### config.mk
export PLATFORM = sky130hd
export DESIGN_NAME = pwm_multi_ch
export DESIGN_NICKNAME = d
export VERILOG_FILES = /design/src/rtl/pwm_pkg.sv /design/src/rtl/pwm_duty_tracker.sv /design/src/rtl/pwm_multi_ch.sv
export SDC_FILE = /design/constraint.sdc
export NUM_CORES = 1
export LEC_CHECK = 0
export BUFFER_PORTS_ARGS = -buffer_cell sky130_fd_sc_hd__buf_2
export CAP_MARGIN = 20
export CORE_ASPECT_RATIO = 1.1
export CORE_MARGIN = 2
export CORE_UTILIZATION = 42
export DETAILED_ROUTE_END_ITERATION = 6
export GPL_TIMING_DRIVEN = 0
export PLACE_DENSITY = 0.57
export SLEW_MARGIN = 40
export SYNTH_ARGS = -nofsm -noshare
export SYNTH_HDL_FRONTEND = slang
export SYNTH_SLANG_ARGS = --single-unit
### constraint.sdc
create_clock -name clk -period 7.6 [get_ports clk]
set_input_delay 1.52 -clock clk [delete_from_list [all_inputs] [get_ports clk]]
set_output_delay 1.52 -clock clk [all_outputs]
set_load 0.02 [all_outputs]
### src/rtl/pwm_pkg.sv
// Shared limits and saturating helpers for the multi-channel PWM generator.
`timescale 1ns/1ps
package pwm_pkg;

  localparam int unsigned PERIOD_MIN = 2;
  localparam int unsigned STEP_MIN   = 1;

  // Operands are duty values (< 2**CNT_W) zero-extended, so the sum cannot wrap.
  function automatic int unsigned sat_add(input int unsigned a, input int unsigned b,
                                          input int unsigned lim);
    int unsigned s;
    s = a + b;
    return (s > lim) ? lim : s;
  endfunction

  function automatic int unsigned sat_sub(input int unsigned a, input int unsigned b);
    return (a > b) ? (a - b) : 32'd0;
  endfunction

  function automatic int unsigned clog2(input int unsigned v);
    int unsigned r;
    int unsigned x;
    r = 0;
    x = 1;
    while (x < v) begin
      x = x << 1;
      r = r + 1;
    end
    return r;
  endfunction

endpackage

### src/rtl/pwm_duty_tracker.sv
// Per-channel sample edge tracker: steps the shadow duty up/down on rising/falling samples.
`timescale 1ns/1ps
module pwm_duty_tracker
  import pwm_pkg::*;
#(
  parameter int unsigned DATA_W    = 16,
  parameter int unsigned CNT_W     = 8,
  parameter int unsigned PERIOD    = 100,
  parameter int unsigned STEP      = 5,
  parameter int unsigned DUTY_INIT = 50
) (
  input  logic                     clk,
  input  logic                     reset_n,
  input  logic                     sample_valid,
  input  logic signed [DATA_W-1:0] sample,
  output logic        [CNT_W-1:0]  shadow
);

  logic signed [DATA_W-1:0] prev;
  logic                     prev_valid;
  logic        [CNT_W-1:0]  shadow_nxt;

  always_comb begin
    shadow_nxt = shadow;
    if (prev_valid) begin
      if (sample > prev)
        shadow_nxt = CNT_W'(sat_add(32'(shadow), STEP, PERIOD));
      else if (sample < prev)
        shadow_nxt = CNT_W'(sat_sub(32'(shadow), STEP));
    end
  end

  always_ff @(posedge clk or negedge reset_n) begin
    if (!reset_n) begin
      prev       <= '0;
      prev_valid <= 1'b0;
      shadow     <= CNT_W'(DUTY_INIT);
    end else if (sample_valid) begin
      prev       <= sample;
      prev_valid <= 1'b1;
      shadow     <= shadow_nxt;
    end
  end

endmodule

### src/rtl/pwm_multi_ch.sv
// N-channel PWM generator with double-buffered duty updated from signed sensor samples.
// Define PWM_CENTER_ALIGN_EN for centre-aligned pulses; default build is edge-aligned.
`timescale 1ns/1ps
module pwm_multi_ch
  import pwm_pkg::*;
#(
  parameter int unsigned NUM_CH    = 3,
  parameter int unsigned DATA_W    = 16,
  parameter int unsigned CNT_W     = 8,
  parameter int unsigned PERIOD    = 100,
  parameter int unsigned STEP      = 5,
  parameter int unsigned DUTY_INIT = 50
) (
  input  logic                       clk,
  input  logic                       reset_n,
  input  logic                       enable,
  input  logic                       sample_valid,
  input  logic [NUM_CH*DATA_W-1:0]   sample_data,
  output logic [NUM_CH-1:0]          pwm_out,
  output logic [NUM_CH*CNT_W-1:0]    duty_out,
  output logic                       period_start
);

  if (clog2(PERIOD + 1) > CNT_W) begin : g_err_cnt_w
    $error("pwm_multi_ch: CNT_W too narrow for PERIOD");
  end
  if (PERIOD < PERIOD_MIN) begin : g_err_period
    $error("pwm_multi_ch: PERIOD below minimum");
  end
  if (DUTY_INIT > PERIOD) begin : g_err_duty_init
    $error("pwm_multi_ch: DUTY_INIT exceeds PERIOD");
  end
  if (STEP < STEP_MIN || STEP > PERIOD) begin : g_err_step
    $error("pwm_multi_ch: STEP out of range");
  end

  logic [CNT_W-1:0]  cnt;
  logic              cnt_last;
  logic              load;
  logic [CNT_W-1:0]  shadow [NUM_CH];
  logic [CNT_W-1:0]  active [NUM_CH];
  logic [NUM_CH-1:0] hit;

  assign cnt_last = (cnt == CNT_W'(PERIOD - 1));
  // While idle the active duty follows the shadow so a re-enable starts with the latest value.
  assign load     = !enable || cnt_last;

  // ---- stage 0: shared period counter ----
  always_ff @(posedge clk or negedge reset_n) begin
    if (!reset_n)
      cnt <= '0;
    else if (!enable || cnt_last)
      cnt <= '0;
    else
      cnt <= cnt + 1'b1;
  end

  for (genvar ch = 0; ch < NUM_CH; ch++) begin : g_ch
    pwm_duty_tracker #(
      .DATA_W    (DATA_W),
      .CNT_W     (CNT_W),
      .PERIOD    (PERIOD),
      .STEP      (STEP),
      .DUTY_INIT (DUTY_INIT)
    ) u_trk (
      .clk          (clk),
      .reset_n      (reset_n),
      .sample_valid (sample_valid),
      .sample       (sample_data[ch*DATA_W +: DATA_W]),
      .shadow       (shadow[ch])
    );

    // ---- stage 0: active duty buffer, loaded only at period boundaries ----
    always_ff @(posedge clk or negedge reset_n) begin
      if (!reset_n)
        active[ch] <= CNT_W'(DUTY_INIT);
      else if (load)
        active[ch] <= shadow[ch];
    end

`ifdef PWM_CENTER_ALIGN_EN
    logic [CNT_W-1:0] lo;
    logic [CNT_W:0]   lo_end;

    always_ff @(posedge clk or negedge reset_n) begin
      if (!reset_n)
        lo <= CNT_W'((PERIOD - DUTY_INIT) >> 1);
      else if (load)
        lo <= CNT_W'((PERIOD - 32'(shadow[ch])) >> 1);
    end

    assign lo_end  = {1'b0, lo} + {1'b0, active[ch]};
    assign hit[ch] = (cnt >= lo) && ({1'b0, cnt} < lo_end);
`else
    assign hit[ch] = (cnt < active[ch]);
`endif

    assign duty_out[ch*CNT_W +: CNT_W] = active[ch];
  end

  // ---- stage 1: registered outputs ----
  always_ff @(posedge clk or negedge reset_n) begin
    if (!reset_n) begin
      pwm_out      <= '0;
      period_start <= 1'b0;
    end else begin
      pwm_out      <= enable ? hit : '0;
      period_start <= enable && (cnt == '0);
    end
  end

endmodule

Word-level counts from Yosys, hierarchy flattened
Cells that the tools add are included.
Word-level totals
  flip-flop bits (word level): 109
  output and inout port bits: 28
  logic and storage cells: 60
Operators by class
  add/sub/neg operators: 7
  $lt $le $gt $ge: 15
  equality and inequality tests: 1
  mux-type cells: 14
  reduce and logical (&&, ||, !) cells: 10
Operators with widths (count)
  8-bit 2-to-1 mux: 13
  16-bit greater-than comparator: 3
  16-bit < comparator: 3
  8-bit by 3-bit adder with 9-bit output, second input constant: 3
  9-bit by 7-bit greater-than comparator with 1-bit output, second input constant: 3
  8-bit by 3-bit greater-than comparator with 1-bit output, second input constant: 3
  8-bit < comparator: 3
  8-bit by 3-bit subtractor with 8-bit output, second input constant: 3
  3-bit AND reduction: 3
  8-bit by 1-bit adder with 8-bit output, second input constant: 1
  8-bit by 7-bit == test with 1-bit output, second input constant: 1
  8-bit logical NOT: 1
  2-bit nonzero test: 3
  3-bit 2-to-1 mux: 1
  1-bit logical AND: 1
  1-bit logical NOT: 1
  1-bit logical OR: 1

Longest topological paths before layout
Gate-level depths: netlist of run 1.
  depth in word-level cells: 4
  depth in mapped cells: 10
  depth with buffers taken out: 9

Hierarchy
A second synthesis of run 1 with hierarchy kept.
Unflattened totals
  cell total of the unflattened synthesis: 840
  area total of the unflattened synthesis: 7628.6 µm²
Modules (own cells, without submodules)
  pwm_duty_tracker: times used 3, cells an instance 225, area each 1866.8 µm², sequential area each 629.4 µm²
  pwm_multi_ch: times used 1, cells an instance 165, area each 2028.2 µm², sequential area each 912.1 µm²

Least setup slack after synthesis of run 1
Ideal clock, no wire load.
  path type: input to register
  start point: in sample_data[13]
  end point: reg g_ch[0].u_trk.shadow[4]
  library setup time: 0.084 ns
  arrival: 3.593 ns
  required time: 7.516 ns
  path slack: 3.923 ns
  stages: 8
  buffers on the path: 0
  path through: ha_1 -> a21o_1 -> a2111oi_4 -> o21ai_2 -> o31ai_4 -> nand2b_4 -> or4_1 -> o2111ai_1
On the way
  word-level cells in the longest chain between the ends: 3
RTL lines
  from (decl): line pwm_multi_ch.sv:18  | input logic [NUM_CH*DATA_W-1:0] sample_data,
  16-bit < comparator or 16-bit greater-than comparator (tied branches): line pwm_duty_tracker.sv:28, pwm_duty_tracker.sv:26
  2-bit nonzero test (no line)
  3-bit AND reduction (no line)
  to (signal assigned): line pwm_duty_tracker.sv:37  | shadow <= CNT_W'(DUTY_INIT);
  to (signal assigned): line pwm_duty_tracker.sv:41  | shadow <= shadow_nxt;
  to (decl): line pwm_duty_tracker.sv:16  | output logic [CNT_W-1:0] shadow
Several ways; a longest one is shown, not always the timed one.
A chain may end at the register's enable or synchronous reset.

Worst setup path after layout of run 1
Ends and elaborated chain as after synthesis.

==> metrics.yaml, run 1 <==
cp_top_family: "compound AO/OA/AOI/OAI gates"
grt_max_degree: 63
end_kind: "flop"
drc_errors: 0
core_mm2: 0.0170
dieHeight_um: 142
port_buffers: 79
grt_pass1_vias: 5741
status: "completed"
slowest_delay_ns: 0.55
gp_congestion: 0.837
numCtsBuffers: 9
synth_area_leaders: "dfrtp_1 (31%), ha_1 (14%), o21ai_0 (6.6%)"
netlist_area_mm2: 0.00729
power.density_mw_per_mm2: 302
start_util_pct: 42.8
crit_slowest_cell: "o31ai_4"
yosysUniqueCellTypes: 76
io_pins: 80
synthArstFlopShare_pct: 100
finalHoldWorstSlack_ns: 0.485
synth.net_count: 969
via_per_inst: 5.24
htree_levels: 3
drive_gt1_share_pct: 15.5
tritoncts: "yes"
drtAntennaViolNets: 0
fin_util_pct: 49.1
grtUsageTotal_pct: 19.1
layout.cells.non_filler: 1164
drv_slew: 0
dr.pass1.iters: 5
final_nets: 1060
ys_warn_count: 0
crit_type: "in2reg"
vias: 6102
hold_path_class: "reg2reg"
layout_common_cells: "nand2_1 (111), inv_1 (100), o21ai_0 (96), dfrtp_1 (91), ha_1 (83)"
synth_top_cell_by_area: "dfrtp_1"
grt_pass1_wl_mm: 28.4
fmax_ghz: 0.270
area.sequential_mm2: 0.00275
drt-initial-drc-count: 267
cts_setup_buffers: 0
num_rows: 50
netlist_instances: 834
yosysTopAreaCellShare_pct: 31.2
pre_cts_slack_ns: 3.54
antenna_found_initial: 0
cp-start-kind: "primary input"
ys.flop_type: "dfrtp_1"
dpl_cell_area_mm2: 0.00802
cp_cell_sequence: "buf_2 > ha_1 > a21o_1 > a2111oi_4 > o21ai_2 > o31ai_4 > nand2b_4 > or4_1 > o2111ai_1"
synth_edf_count: 0
area_growth_pct: 14.7
setup_viol: 0
die_x_um: 130
finalCritPeriodShare_pct: 48.8
clock_latency_ns: 0.36
fillers: 1714
hold_viol_final: 0
multi_input_area_mm2: 0.00401
cap_violations: 0
holdBufCountCts: 0
power_mw: 2.53
slew_headroom_pct: 48.4
hpwl_mm: 12.6
clockBufferDepth: 2
worst_slack_ns: 3.89
p_leak_nw: 4.06
worst_ir_drop_vdd_mv: 0.131
crit_required_ns: 7.87
tightest_slew_ns: 0.767
path_buf_inv: 1
diodes: 0
seq_area_frac_synth_pct: 37.7
rsz0062_at_grt: "no"
ys_seq_elements: 109
path_max_fanout: 10
critPathArrivalTime_ns: 3.97
clock_skew_ns: 0.0112
wl_mm: 16.7
wire_per_inst_um: 14.4
cts_root_buf: "clkbuf_16"
cts.clk_slew.worst_paths_ns: 0.08
finalSetupTns_ns: 0
die-area_mm2: 0.0184
stdcell_area_mm2: 0.00836
finalCriticalPeriod_ns: 3.71
cts.sinks: 109
syn_avg_cell_area_um2: 8.74
cts-resized-gates: 0
grt_overflow_total: 0
placed_cells: 1148
layout_commonest_cell: "nand2_1"
## synthesized netlist by cell type (all sizes together) (3+ instances only)
cell type / instances
nand2: 112
o21ai: 101
inv: 100
dfrtp: 91
ha: 83
a21oi: 34
clkbuf: 34
nor2: 33
a21o: 26
nand3: 19
dfstp: 18
nor3: 15
nand4: 13
nand2b: 9
nor4: 9
a31oi: 8
mux2: 8
xor2: 7
nor2b: 6
o31ai: 6
buf: 5
mux2i: 5
o22ai: 5
a2bb2oi: 4
a311oi: 4
nand3b: 4
o211ai: 4
o21bai: 4
or2: 4
or3: 4
xnor2: 4
a22o: 3
and2: 3
nor3b: 3
o2111ai: 3
or4: 3
## routing by layer
metal,vias to the layer above,part of all wire [%],global-route usage [%]
li1,3098,-,-
met5,-,0,0
met2,118,47,30.4
met4,0,0.68,4.13
met1,2873,48,26.6
met3,13,4.7,4.29
## area by class of cell
type,count,area share (%)
tap,234,3.50
clock inverter,7,1.44
clock buffer,9,2.69
multi-input combinational,586,47.9
sequential,109,32.9
timing repair buffer,80,5.18
buffer,39,1.90
inverter,100,4.49
## sequential cells by signal, indices dropped and copies added (netlist names)
name / flops
duty_out: 24
g_ch.u_trk.prev_valid: 1
pwm_out: 3
cnt: 8
period_start: 1
g_ch.u_trk.shadow: 24
g_ch.u_trk.prev: 48
## where the power goes
group / total (mW) / internal [mW] / switching [mW]
registers: 0.843 / 0.743 / 0.0994
logic: 1.13 / 0.437 / 0.695
clock network: 0.551 / 0.324 / 0.227
## cells by family after synthesis
kind of cell,count (synthesis),synth area share (%)
AND/OR/NAND/NOR,247,16.6
XOR/XNOR,11,1.32
adder cells (fa/ha/maj),83,14.2
buffers and inverters,139,7.33
flip-flops,109,37.7
AO/OA/AOI/OAI,232,20.9
multiplexers,13,1.92
## worst paths after layout
check,start,to,slack [ns],cells after the start
min in group asynchronous,reset_n,g_ch[0].u_trk.shadow[3],1.05,1
worst max-delay path,sample_data[13],g_ch[0].u_trk.shadow[4],3.89,9
max in group asynchronous,reset_n,g_ch[2].u_trk.shadow[1],5.86,2
worst min-delay path,g_ch[1].u_trk.prev_valid,g_ch[1].u_trk.prev_valid,0.49,1
worst min register to register,g_ch[1].u_trk.prev_valid,g_ch[1].u_trk.prev_valid,0.49,1
worst max register to register,g_ch[0].u_trk.prev[13],g_ch[0].u_trk.shadow[4],4.81,9
(Power assumes the default switching activity.)
==> inputs of run 2 (changes only) <==
- PLACE_DENSITY: 0.57 -> 0.6
- clock period: 7.6 -> 3.36 ns (I/O delays scaled with it)
==> run 2 against run 1 <==
Net effect: sequential share of layout area increased by 0.12 points; critical path depth up 1; total power up 120%; combinational power is 130% higher; via count is 0.16% higher; sequential power is 130% higher; hold slack worse by 0.30 ns; first-iteration DRC count rose by 57%; cell count unchanged; clock-buffer cell count grew 6; die area is the same; critical path type unchanged; critical endpoint is now g_ch[2].u_trk.shadow[4]; largest cell class unchanged.
==> metrics.yaml, run 2 (synthesized netlist as in run 1, its figures left out) <==
regMostFlops: "g_ch.u_trk.prev"
placed_cells: 1148  # unchanged
largest_reg_flops: 48  # unchanged
area.sequential_mm2: 0.00275  # unchanged
grt_max_degree: 67  # +6.3%
drc_errors: 0  # unchanged
crit_slowest_cell: "a311oi_2"
htree_levels: 3  # unchanged
tritoncts: "yes"
rr_endpoint: "g_ch[2].u_trk.shadow[4]"
fillers: 1714  # unchanged
power.density_mw_per_mm2: 672  # +120%
cts.sinks: 109  # unchanged
cts.clk_slew.worst_paths_ns: 0.08  # about the same
wire_per_inst_um: 14.6  # +1.8%
reg2reg_from: "g_ch[2].u_trk.prev[13]"
layout.cells.non_filler: 1164  # unchanged
slowest_delay_ns: 0.45  # -0.10 ns
cap_violations: 0  # unchanged
layout_commonest_cell: "nand2_1"
cts-resized-gates: 0  # unchanged
antenna_found_initial: 0  # unchanged
crit_required_ns: 3.65  # -4.22 ns
finalCriticalPeriod_ns: 2.90
clock_latency_ns: 0.36  # about the same
hpwl_mm: 12.7  # +1.4%
status: "completed"
drv_slew: 0  # unchanged
die-area_mm2: 0.0184  # unchanged
clockBufferDepth: 2  # unchanged
cp-start-kind: "primary input"
finalCritPeriodShare_pct: 86.4
power_mw: 5.60  # +120%
cp_cell_sequence: "buf_2 > ha_1 > nand4_1 > or3_1 > o21bai_1 > a311oi_2 > or2_2 > clkbuf_1 > o21ai_0 > a22o_1"
path_max_fanout: 6  # -4
io_pins: 80  # unchanged
gp_congestion: 0.844  # +0.80%
critPathArrivalTime_ns: 3.19  # -0.78 ns
rsz0062_at_grt: "no"
wl_mm: 17.0  # +1.8%
cts_setup_buffers: 0  # unchanged
holdBufCountCts: 0  # unchanged
hold_path_class: "in2async"
vias: 6112  # +0.16%
end_kind: "flop"
slew_headroom_pct: 51.0  # +2.7 points
num_rows: 50  # unchanged
grt_overflow_total: 0  # unchanged
pre_cts_slack_ns: 0.0970  # -3.44 ns
dieHeight_um: 142  # unchanged
setup_viol: 0  # unchanged
hold_viol_final: 0  # unchanged
port_buffers: 79  # unchanged
drt-initial-drc-count: 419  # +57%
core_mm2: 0.0170  # unchanged
reg2reg_slack_ns: 0.52  # -4.29 ns
final_nets: 1060  # unchanged
fmax_ghz: 0.344
area_growth_pct: 14.3
drive_gt1_share_pct: 15.3  # -0.22 points
tightest_slew_ns: 0.730  # -0.0377 ns
diodes: 0  # unchanged
grt_pass1_wl_mm: 29.3  # +3.1%
layout_common_cells: "nand2_1 (111), inv_1 (100), o21ai_0 (96), dfrtp_1 (91), ha_1 (83)"
die_x_um: 130  # unchanged
numCtsBuffers: 9  # unchanged
finalSetupTns_ns: 0  # unchanged
worst_ir_drop_vdd_mv: 0.352  # +170%
cts_root_buf: "clkbuf_16"
worstRegToRegCells: 10  # +1
dr.pass1.iters: 5  # unchanged
via_per_inst: 5.25  # +0.16%
p_leak_nw: 4.05  # -0.38%
multi_input_area_mm2: 0.00401  # +0.16%
start_util_pct: 42.8  # unchanged
grt_pass1_vias: 5977  # +4.1%
crit_type: "in2reg"
worst_slack_ns: 0.456  # -3.44 ns
grtUsageTotal_pct: 19.7  # +0.63 points
clock_skew_ns: 0.0116  # +0.000362 ns
drtAntennaViolNets: 0  # unchanged
-- run 2: final cells by class --
type	instances	area share, %
flip-flops and latches	109	33.0
well taps	234	3.51
multi-input cells	586	48.2
plain buffers	39	1.91
clock buffers	15	3.33
repair buffers	80	5.20
clock inverters	1	0.360
inverters	100	4.51
-- run 2: worst max-delay path by stage --
stage | from | end | slack (ns) | cells past startpoint
6_report | sample_data[45] | g_ch[2].u_trk.shadow[4] | 0.46 | 10
5_1_grt | sample_data[45] | g_ch[2].u_trk.shadow[4] | 0.29 | 10
4_1_cts | sample_data[45] | g_ch[2].u_trk.shadow[4] | 0.46 | 10
3_5_place_dp | sample_data[45] | g_ch[2].u_trk.shadow[4] | 0.1 | 10
3_3_place_gp | sample_data[45] | g_ch[2].u_trk.shadow[4] | 0.1 | 10
2_1_floorplan | sample_data[13] | g_ch[0].u_trk.shadow[4] | 0.53 | 8
-- run 2: critical path, delay by kind of cell --
family                   cells  cell delay [ns]
AO/OA/AOI/OAI                4             1.07
buffers and inverters        2             0.35
AND/OR/NAND/NOR              3             0.77
adder cells (fa/ha/maj)      1             0.31
-- run 2: power by group --
| part | internal, mW | leakage [nW] | switching (mW) |
|---|---|---|---|
| Clock | 0.642 | 0.150 | 0.491 |
| Sequential | 1.68 | 1.32 | 0.231 |
| Combinational | 0.991 | 2.58 | 1.56 |
| Total | 3.32 | 4.05 | 2.28 |
-- run 2: per-layer routing --
metal,GRT usage [%],vias to the layer above,share of wire (%),wire (um)
li1,-,3095,-,-
met1,27.6,2912,48,8200
met2,31.9,89,47,8070
met3,2.59,16,2.9,502
met4,6.00,0,1.5,252
met5,0,-,0,0
-- run 2: through the flow --
stage / util, % / hold slack (ns) / instance area [um^2]
final: 49.0 / 0.189 / 8330
after global routing: 49.0 / 0.216 / 8330
after CTS: 48.9 / 0.204 / 8320
after detailed placement: 47.1 / 0.467 / 8020
after global placement: 46.9 / 0.468 / 7980
after floorplan: - / 0.376 / 7290
==> inputs of run 3 (changes only) <==
- ABC_AREA: unset -> 1
- PLACE_DENSITY: 0.6 -> 0.59
==> run 3 against run 2 <==
Net effect: setup slack gained 0.77 ns; first-iteration DRC count decreased by 30%; critical path type unchanged; combinational power up 8%; sequential power is 2% higher; flip-flop and latch count is the same; total power up 4.8%; sequential share of layout area shrank 1.2 points; critical endpoint is now g_ch[2].u_trk.shadow[3]; non-clock buffer count shrank 13.
==> metrics.yaml, run 3 <==
status: "completed"
dpl_cell_area_mm2: 0.00833  # +3.9%
grt_pass1_wl_mm: 29.1  # -0.69%
drv_slew: 0  # unchanged
hpwl_mm: 12.9  # +1.0%
grt_pass1_vias: 6138  # +2.7%
stdcell_area_mm2: 0.00865  # +3.8%
rsz0062_at_grt: "no"
clock_latency_ns: 0.36  # about the same
dieHeight_um: 145  # +2.1%
layout_commonest_cell: "nand2_1"
seq_area_frac_synth_pct: 36.2  # -1.6 points
worst_ir_drop_vdd_mv: 0.318  # -9.7%
netlist_instances: 1024  # +23%
slew_headroom_pct: 60.4  # +9.4 points
fillers: 1867  # +8.9%
cts.clk_slew.worst_paths_ns: 0.07  # about the same
dr.pass1.iters: 5  # unchanged
synthArstFlopShare_pct: 100  # unchanged
io_pins: 80  # unchanged
crit_type: "in2reg"
regMostFlops: "g_ch.u_trk.prev"
wire_per_inst_um: 12.4  # -15%
reg2reg_from: "g_ch[2].u_trk.prev[15]"
tightest_slew_ns: 0.594  # -0.136 ns
drive_gt1_share_pct: 15.9  # +0.64 points
core_mm2: 0.0177  # +4.3%
area_growth_pct: 13.7
reg2reg_slack_ns: 1.29  # +0.77 ns
yosys-top-cells-count: "nand2_1 (300), inv_1 (145), dfrtp_1 (91)"
die-area_mm2: 0.0192  # +4.2%
p_leak_nw: 4.63  # +14%
ys_seq_elements: 109  # unchanged
yosysUniqueCellTypes: 44  # -42%
finalCriticalPeriod_ns: 2.13  # -0.770 ns
die_x_um: 132  # +2.1%
wl_mm: 16.9  # -0.95%
port_buffers: 78  # -1.3%
largest_reg_flops: 48  # unchanged
holdBufCountCts: 0  # unchanged
tritoncts: "yes"
grtUsageTotal_pct: 18.3  # -1.4 points
num_rows: 51  # +2.0%
power.density_mw_per_mm2: 678  # +0.96%
synth.most_common_cell: "nand2_1"
diodes: 0  # unchanged
worstRegToRegCells: 12  # +2
synth_edf_count: 0  # unchanged
grt_overflow_total: 0  # unchanged
fmax_ghz: 0.469  # +36%
clockBufferDepth: 2  # unchanged
vias: 6576  # +7.6%
crit_required_ns: 3.60  # -0.05 ns
final_nets: 1249  # +18%
hold_viol_final: 0  # unchanged
antenna_found_initial: 0  # unchanged
htree_levels: 3  # unchanged
wl_met3_um: 696  # +39%
wl_met2_mm: 7.53  # -6.7%
hold_path_class: "in2async"
layout_common_cells: "nand2_1 (300), inv_1 (145), dfrtp_1 (91), o21ai_0 (86), buf_2 (86)"
grt_max_degree: 60  # -10%
rr_endpoint: "g_ch[2].u_trk.shadow[3]"
start_util_pct: 42.9  # about the same
drtAntennaViolNets: 0  # unchanged
synth_top_cell_by_area: "dfrtp_1"
synth.net_count: 1159  # +20%
drc_errors: 0  # unchanged
synth_area_leaders: "dfrtp_1 (30%), nand2_1 (15%), ha_1 (14%)"
finalSetupTns_ns: 0  # unchanged
gp_congestion: 0.856  # +1.5%
cap_violations: 0  # unchanged
critPathArrivalTime_ns: 2.38  # -0.81 ns
cp-start-kind: "primary input"
cts_root_buf: "clkbuf_16"
cts-resized-gates: 0  # unchanged
via_per_inst: 4.85  # -7.7%
cts_setup_buffers: 0  # unchanged
wl_met1_mm: 8.35  # +1.8%
cts.sinks: 109  # unchanged
finalCritPeriodShare_pct: 63.5  # -23 points
path_max_fanout: 8  # +2
setup_viol: 0  # unchanged
ys.flop_type: "dfrtp_1"
syn_avg_cell_area_um2: 7.43  # -15%
drt-initial-drc-count: 293  # -30%
numCtsBuffers: 9  # unchanged
clock_skew_ns: 0.00986  # -0.00171 ns
end_kind: "flop"
netlist_area_mm2: 0.00761  # +4.3%
ys_warn_count: 0  # unchanged
yosysTopAreaCellShare_pct: 29.9  # -1.3 points
dr.max_layer_used: "met4"
run 3: cell types whose count changed in the layout (fill, tap and decap cells not counted), moves of 8 or more:
| cell | previous run | this run |
|---|---|---|
| nand2_1 | 111 | 300 |
| inv_1 | 100 | 145 |
| nand2b_1 | 8 | 0 |
| o21ai_0 | 96 | 86 |
| a21o_1 | 26 | 2 |
| nor2_1 | 33 | 55 |
| a31oi_1 | 8 | 0 |
| clkbuf_1 | 37 | 13 |
| mux2_2 | 8 | 0 |
| nand3_1 | 19 | 61 |
| nand2_2 | 1 | 11 |
| inv_2 | 0 | 8 |
run 3: worst max-delay path by stage:
stage	end	startpoint
finish	g_ch[2].u_trk.shadow[3]	sample_data[47]
floorplan	g_ch[1].u_trk.shadow[0]	sample_data[29]
global placement	g_ch[0].u_trk.prev[2]	reset_n
CTS	g_ch[2].u_trk.shadow[3]	sample_data[47]
detailed placement	g_ch[2].u_trk.shadow[3]	sample_data[47]
global route	g_ch[2].u_trk.shadow[2]	sample_data[47]
run 3: critical path, cell delays in order:
cell     delay (ns)
buf_2          0.11
ha_1           0.36
a21oi_1        0.16
o21ai_0        0.09
a21oi_1        0.28
nand2_1        0.12
nand2_1        0.07
nand3_1        0.23
nand2_1        0.14
nand2_1        0.05
nand2_1        0.05
nand2_1        0.04
run 3: final cells by class:
cell class | instances | area [um^2] | area share (%)
well taps | 238 | 298 | 3.44
flip-flops and latches | 109 | 2750 | 31.8
plain buffers | 27 | 146 | 1.69
clock inverters | 5 | 75.1 | 0.868
multi-input cells | 732 | 4120 | 47.7
inverters | 156 | 588 | 6.80
repair buffers | 79 | 428 | 4.95
clock buffers | 11 | 243 | 2.81
run 3: cell families (layout without fill, tap and decap cells):
logic type | after synthesis | after routing | synth area share, %
flip-flops | 109 | 109 | 36.2
AND/OR/NAND/NOR | 493 | 493 | 29.0
AO/OA/AOI/OAI | 144 | 144 | 10.1
adder cells (fa/ha/maj) | 83 | 83 | 13.7
buffers and inverters | 183 | 278 | 9.65
XOR/XNOR | 12 | 12 | 1.38
run 3: per-layer routing:
layer  up-vias  GRT usage (%)
met5         -              0
met4         0           5.75
met3        17           3.00
met2       122           28.8
met1      2982           25.9
li1       3455              -
run 3: power by group:
part           total [mW]  internal, mW  switching (mW)
Combinational        2.75          1.02            1.73
Sequential           1.95          1.67           0.283
Clock                1.17         0.671           0.494
Total                5.87          3.36            2.51
run 3: metrics by stage:
step,setup WS (ns),instances,util (%),power (mW),hold slack (ns)
after detailed placement,0.864,1341,47.0,4.73,0.461
after global routing,0.964,1357,48.8,6.44,0.248
after CTS,1.23,1357,48.8,5.92,0.238
after floorplan,1.27,1024,-,4.03,0.376
after global placement,0.157,1340,46.8,4.69,0.451
final,1.23,1357,48.8,5.87,0.226
